==> src/rtl/prod_disp_pkg.sv <==
// Shared types and constants for the signed-product display.
// Segment codes are active-low {dp,g,f,e,d,c,b,a} with dp off.
package prod_disp_pkg;

    typedef enum logic [1:0] {IDLE, CONV, DONE} state_t;

    localparam int DIG_W = 2;

    localparam logic [7:0] SEG_0     = 8'hC0;
    localparam logic [7:0] SEG_1     = 8'hF9;
    localparam logic [7:0] SEG_2     = 8'hA4;
    localparam logic [7:0] SEG_3     = 8'hB0;
    localparam logic [7:0] SEG_4     = 8'h99;
    localparam logic [7:0] SEG_5     = 8'h92;
    localparam logic [7:0] SEG_6     = 8'h82;
    localparam logic [7:0] SEG_7     = 8'hF8;
    localparam logic [7:0] SEG_8     = 8'h80;
    localparam logic [7:0] SEG_9     = 8'h90;
    localparam logic [7:0] SEG_MINUS = 8'hBF;
    localparam logic [7:0] SEG_BLANK = 8'hFF;

endpackage

==> src/rtl/seg7_dec.sv <==
// Combinational BCD / minus / blank to active-low seven-segment decoder.
// dp is ORed in independently of the digit glyph.
module seg7_dec
    import prod_disp_pkg::*;
(
    input  logic [3:0] val,
    input  logic       blank,
    input  logic       minus,
    input  logic       dp,
    output logic [7:0] seg
);

    logic [7:0] code;

    always_comb begin
        code = SEG_BLANK;
        if (minus) begin
            code = SEG_MINUS;
        end else if (!blank) begin
            case (val)
                4'd0:    code = SEG_0;
                4'd1:    code = SEG_1;
                4'd2:    code = SEG_2;
                4'd3:    code = SEG_3;
                4'd4:    code = SEG_4;
                4'd5:    code = SEG_5;
                4'd6:    code = SEG_6;
                4'd7:    code = SEG_7;
                4'd8:    code = SEG_8;
                4'd9:    code = SEG_9;
                default: code = SEG_BLANK;
            endcase
        end
        seg = {code[7] & ~dp, code[6:0]};
    end

endmodule

==> src/rtl/prod_display.sv <==
// Latches a signed 8-bit product, converts its magnitude to BCD by sequential
// double-dabble, and multiplexes sign/hundreds/tens/units onto a 4-digit display.
module prod_display
    import prod_disp_pkg::*;
#(
    parameter int SCAN_DIV = 50000
) (
    input  logic       clk,
    input  logic       rst,
    input  logic       in_valid,
    output logic       in_ready,
    input  logic [7:0] z,
    input  logic       zf,
    output logic [3:0] an,
    output logic [7:0] seg
);

    localparam int DIV_W = (SCAN_DIV > 1) ? $clog2(SCAN_DIV) : 1;

    state_t state_q, state_d;

    logic [7:0] mag_q;
    logic [2:0] bit_q;
    logic       sign_q, zf_q;
    logic [1:0] h_q;
    logic [3:0] t_q, u_q;
    logic [3:0] t_adj, u_adj;

    logic       disp_sign, disp_zf;
    logic [1:0] disp_h;
    logic [3:0] disp_t, disp_u;

    logic [DIV_W-1:0] div_q;
    logic [DIG_W-1:0] idx_q;

    logic [3:0] dec_val;
    logic       dec_blank, dec_minus, dec_dp;

    always_ff @(posedge clk or posedge rst) begin
        if (rst) state_q <= IDLE;
        else     state_q <= state_d;
    end

    always_comb begin
        state_d  = state_q;
        in_ready = 1'b0;
        case (state_q)
            IDLE: begin
                in_ready = 1'b1;
                if (in_valid) state_d = CONV;
            end
            CONV:    if (bit_q == 3'd0) state_d = DONE;
            DONE:    state_d = IDLE;
            default: state_d = IDLE;
        endcase
    end

    // Hundreds never exceeds 2 for an 8-bit magnitude, so it needs no add-3 stage.
    always_comb begin
        t_adj = (t_q >= 4'd5) ? t_q + 4'd3 : t_q;
        u_adj = (u_q >= 4'd5) ? u_q + 4'd3 : u_q;
    end

    always_ff @(posedge clk or posedge rst) begin
        if (rst) begin
            mag_q     <= 8'd0;
            bit_q     <= 3'd0;
            sign_q    <= 1'b0;
            zf_q      <= 1'b0;
            h_q       <= 2'd0;
            t_q       <= 4'd0;
            u_q       <= 4'd0;
            disp_sign <= 1'b0;
            disp_zf   <= 1'b0;
            disp_h    <= 2'd0;
            disp_t    <= 4'd0;
            disp_u    <= 4'd0;
        end else begin
            case (state_q)
                IDLE: begin
                    if (in_valid) begin
                        mag_q  <= z[7] ? (~z + 8'd1) : z;
                        sign_q <= z[7];
                        zf_q   <= zf;
                        bit_q  <= 3'd7;
                        h_q    <= 2'd0;
                        t_q    <= 4'd0;
                        u_q    <= 4'd0;
                    end
                end
                CONV: begin
                    h_q   <= h_q + h_q + {1'b0, t_adj[3]};
                    t_q   <= {t_adj[2:0], u_adj[3]};
                    u_q   <= {u_adj[2:0], mag_q[bit_q]};
                    bit_q <= bit_q - 3'd1;
                end
                DONE: begin
                    disp_sign <= sign_q;
                    disp_zf   <= zf_q;
                    disp_h    <= h_q;
                    disp_t    <= t_q;
                    disp_u    <= u_q;
                end
                default: ;
            endcase
        end
    end

    // Free-running scan; conversion activity never disturbs it.
    always_ff @(posedge clk or posedge rst) begin
        if (rst) begin
            div_q <= '0;
            idx_q <= '0;
        end else if (div_q == DIV_W'(SCAN_DIV - 1)) begin
            div_q <= '0;
            idx_q <= idx_q + 1'b1;
        end else begin
            div_q <= div_q + 1'b1;
        end
    end

    always_comb begin
        an        = ~(4'b0001 << idx_q);
        dec_val   = 4'd0;
        dec_blank = 1'b1;
        dec_minus = 1'b0;
        dec_dp    = 1'b0;
        unique case (idx_q)
            2'd3: dec_minus = disp_sign;
            2'd2: begin
                dec_val   = {2'b00, disp_h};
                dec_blank = (disp_h == 2'd0);
            end
            2'd1: begin
                dec_val   = disp_t;
                dec_blank = (disp_h == 2'd0) && (disp_t == 4'd0);
            end
            2'd0: begin
                dec_val   = disp_u;
                dec_blank = 1'b0;
                dec_dp    = disp_zf;
            end
        endcase
    end

    seg7_dec u_dec (
        .val   (dec_val),
        .blank (dec_blank),
        .minus (dec_minus),
        .dp    (dec_dp),
        .seg   (seg)
    );

endmodule
==> config.mk <==
export PLATFORM = sky130hd
export DESIGN_NAME = prod_display
export DESIGN_NICKNAME = d
export VERILOG_FILES = /design/src/rtl/prod_disp_pkg.sv /design/src/rtl/seg7_dec.sv /design/src/rtl/prod_display.sv
export SDC_FILE = /design/constraint.sdc
export NUM_CORES = 1
export LEC_CHECK = 0
export CAP_MARGIN = 25
export CORE_ASPECT_RATIO = 1.5
export CORE_MARGIN = 10
export CORE_UTILIZATION = 25
export CTS_BUF_LIST = sky130_fd_sc_hd__clkbuf_2 sky130_fd_sc_hd__clkbuf_4 sky130_fd_sc_hd__clkbuf_8
export CTS_CLUSTER_DIAMETER = 100
export DETAILED_ROUTE_END_ITERATION = 6
export GPL_TIMING_DRIVEN = 0
export PLACE_DENSITY_LB_ADDON = 0.1
export SETUP_SLACK_MARGIN = 0.05
export SYNTH_ARGS = -nofsm -noshare
export SYNTH_HDL_FRONTEND = slang
export SYNTH_SLANG_ARGS = --single-unit
==> constraint.sdc <==
create_clock -name clk -period 5.55 [get_ports clk]
set_input_delay 1.11 -clock clk [delete_from_list [all_inputs] [get_ports clk]]
set_output_delay 1.11 -clock clk [all_outputs]
set_load 0.1 [all_outputs]
==> flow_metrics.py <==
metrics = {
    "floorplan": {
        "chipHeight_um": 154,
        "initial_core_util": 0.253,
        "dieArea_um2": 16900,
        "coreArea_um2": 11900,
        "pin_count": 25,
        "die_width_um": 110,
        "rows": 49,
    },
    "run_status": {
        "status": "finished, final reports clean",
    },
    "worst_setup_path": {
        "path_delay_family": "buffers and inverters",
        "worst-setup-path-type": "reg2out",
        "r2r-end": "div_q[9]",
        "r2r-start": "div_q[0]",
        "r2r_slack_ps": 3830,
        "crit_path_max_incr_delay_ps": 980,
        "cp.depth": 9,
        "required_ps": 4440,
        "critPathLaunch": "idx_q[0]",
        "critPathArrivalTime_ps": 3640,
        "r2r_cells": 6,
        "slowest_stage": "clkdlybuf4s50_1",
        "cp-end-kind": "output pin",
        "worstSetupEndpoint": "seg[4]",
        "critPathLaunchType": "register",
        "path_buf_inv": 3,
        "crit_fanout": 4,
        "path_cells": "inv_1 > ha_1 > a222oi_1 > nor2_1 > inv_1 > ha_1 > o32ai_1 > a2111o_1 > clkdlybuf4s50_1",
    },
    "yosys": {
        "ys_top_cells_by_area": "dfrtp_1 46%, ha_1 7.5%, mux2_2 5.2%",
        "syn_area_um2": 3010,
        "yosys_warnings": 0,
        "synth_xor_area_frac": 0.0611,
        "synth_simple_gate_area_frac": 0.173,
        "synth_top_family_by_area": "simple AND/OR/NAND/NOR gates",
        "ys_seq_area_frac": 0.457,
        "synth-edff-count": 0,
        "async_reset_ff_frac": 1.00,
        "ys_dominant_reg_cell": "dfrtp_1",
        "ys_ff_latch": 55,
        "synth_top_area_frac": 0.457,
        "synth_cell_types": 45,
        "synth_compound_area_frac": 0.110,
        "synth-adder-area-share": 0.0748,
        "syn_inst": 294,
        "yosys.area.top_type": "dfrtp_1",
        "syn-num-nets": 324,
        "synth.most_common_cell": "dfrtp_1",
        "synthMuxAreaShare": 0.0873,
        "avgSynthCellArea_um2": 10.2,
        "synth_common_cells": "55 x dfrtp_1, 29 x o21ai_0, 28 x nand2_1",
    },
    "sta": {
        "worstMarginPinSlew_ps": 999,
        "finalSetupViolCount": 0,
        "maxSlewViolCount": 0,
        "fin_hold_ws_ps": 481,
        "fin_crit_ps": 4750,
        "finClkSkew_ps": 4.05,
        "slew_headroom": 0.332,
        "final.period_utilization": 0.856,
        "fmax_mhz": 210,
        "grt_setup_unrepaired": "false",
        "setup_tns_ps": 0,
        "hold_viol": 0,
    },
    "route": {
        "num_vias": 2171,
        "viasPerCell": 4.53,
        "first_pass_iters": 4,
        "routed_wl_um": 6790,
        "drt-wirelength-per-cell_um": 14.2,
        "drt_iter0_drc": 85,
        "antenna_left": 0,
        "post-route-drc-count": 0,
    },
    "finish": {
        "area_growth_syn_to_layout_pct": 18.6,
        "drive_gt1_frac": 0.123,
        "design_area_um2": 3570,
        "diodes": 0,
        "final_util": 0.300,
        "nNetsFinal": 355,
    },
    "clocking": {
        "clkTransAtPathRegs_ps": 90,
        "cts_tree": "built",
        "cts_max_path_buffers": 2,
        "cts_resized": 0,
        "cts_setup_buffers": 0,
        "htree_levels": 2,
        "holdBufCountCts": 0,
        "root_buffer": "clkbuf_8",
        "clock_latency_ps": 310,
        "cts_sinks": 55,
        "numCtsBuffers": 5,
    },
    "global_routing": {
        "grt-ovfl-total": 0,
        "grt_usage": 0.0856,
        "antenna_found_initial": 0,
        "grt_pass1_vias": 2266,
        "grt_max_degree": 39,
        "grt_pass1_wl_um": 11500,
    },
    "power_and_ir_drop": {
        "switching_share": 0.492,
        "p_leak_nw": 1.56,
        "max-vdd-ir-drop_uv": 244,
        "power_frac_clock": 0.139,
        "switchingPower_uw": 987,
        "power_density_nw_per_um2": 562,
        "p_int_mw": 1.02,
        "p_seq_frac": 0.315,
        "pwr-share-comb": 0.546,
        "p_total_mw": 2.01,
    },
    "place": {
        "io_buffers": 23,
        "dpl.hpwl_um": 5180,
        "globalplace.congestion": 0.743,
        "place_area_um2": 3450,
    },
    "job": {
        "cap_viol_max_count": 0,
    },
    "min_path": {
        "hp-class": "reg2reg",
    },
}
kinds of logic after synthesis:
kind of cell | after synthesis
xor+xnor | 21
compound gates | 54
simple gates | 97
fa+ha+maj | 18
mux | 22
flops | 55
buf+inv | 27
worst min-delay path by stage:
stage / startpoint / to / slack, ps / cells after the start
4_1_cts: div_q[15] / div_q[15] / 490 / 1
3_3_place_gp: mag_q[2] / mag_q[2] / 460 / 2
2_1_floorplan: div_q[15] / div_q[15] / 440 / 1
6_report: div_q[15] / div_q[15] / 480 / 1
3_5_place_dp: mag_q[7] / mag_q[7] / 470 / 2
5_1_grt: div_q[15] / div_q[15] / 520 / 1
layer usage:
| layer | share of wire | GRT usage |
|---|---|---|
| met4 | 0.018 | 0.0410 |
| met5 | 0 | 0 |
| met3 | 0.040 | 0.0158 |
| met1 | 0.45 | 0.103 |
| met2 | 0.49 | 0.142 |
placed cells by master, fill, tap and decap left out, types with 4 or more instances in the layout:
cell             netlist  final
ha_1                  18     18
xor2_1                13     13
dfrtp_1               55     55
clkbuf_8               0      6
clkdlybuf4s50_1        0     23
o21ai_0               29     29
nor2_1                18     18
mux2i_1                6      6
mux2_2                14     14
xnor2_1                8      8
nand2b_1               5      5
nand2_1               28     28
o31ai_1                7      7
clkbuf_1               4      4
inv_1                 18     17
buf_2                  4      4
nand3_1               13     13
a21oi_1                7      7
nor2b_1                5      5
per-stage QoR:
step | cells | setup slack, ps
floorplan | 294 | 553
global placement | 470 | 1150
detailed placement | 471 | 1130
CTS | 479 | 760
global route | 479 | 572
finish | 479 | 797
area by class of cell:
type                    instances  area, µm²
fillers                      1278       8330
multi-input cells             212       1520
flip-flops and latches         55       1380
repair buffers                 24        250
well taps                     153        191
clock buffers                   6       82.6
inverters                      18       67.6
plain buffers                   9       42.5
clock inverters                 2       35.0
registers in the layout, summed over array words and instances, names as in the netlist:
signal	cells
sign_q	1
disp_u	4
t_q	4
zf_q	1
disp_sign	1
h_q	2
idx_q	2
state_q	2
div_q	16
disp_t	4
disp_h	2
bit_q	3
u_q	4
disp_zf	1
mag_q	8
power groups by stage:
stage | logic [mW] | clock network (mW) | registers [mW]
after floorplan | 0.873 | 0 | 0.596
after global placement | 1.10 | 0 | 0.640
final | 1.10 | 0.279 | 0.631
after detailed placement | 1.11 | 0 | 0.643
after CTS | 1.11 | 0.291 | 0.635
after global routing | 1.19 | 0.308 | 0.651
worst reg2reg max path: cells and delay by family (launching register included):
| kind | cells | cell delay (ps) |
|---|---|---|
| AND/OR/NAND/NOR | 2 | 450 |
| flip-flops | 1 | 440 |
| AO/OA/AOI/OAI | 2 | 290 |
| adder cells (fa/ha/maj) | 1 | 250 |
| buffers and inverters | 1 | 200 |
No activity file was read; power rests on OpenSTA's default activity.
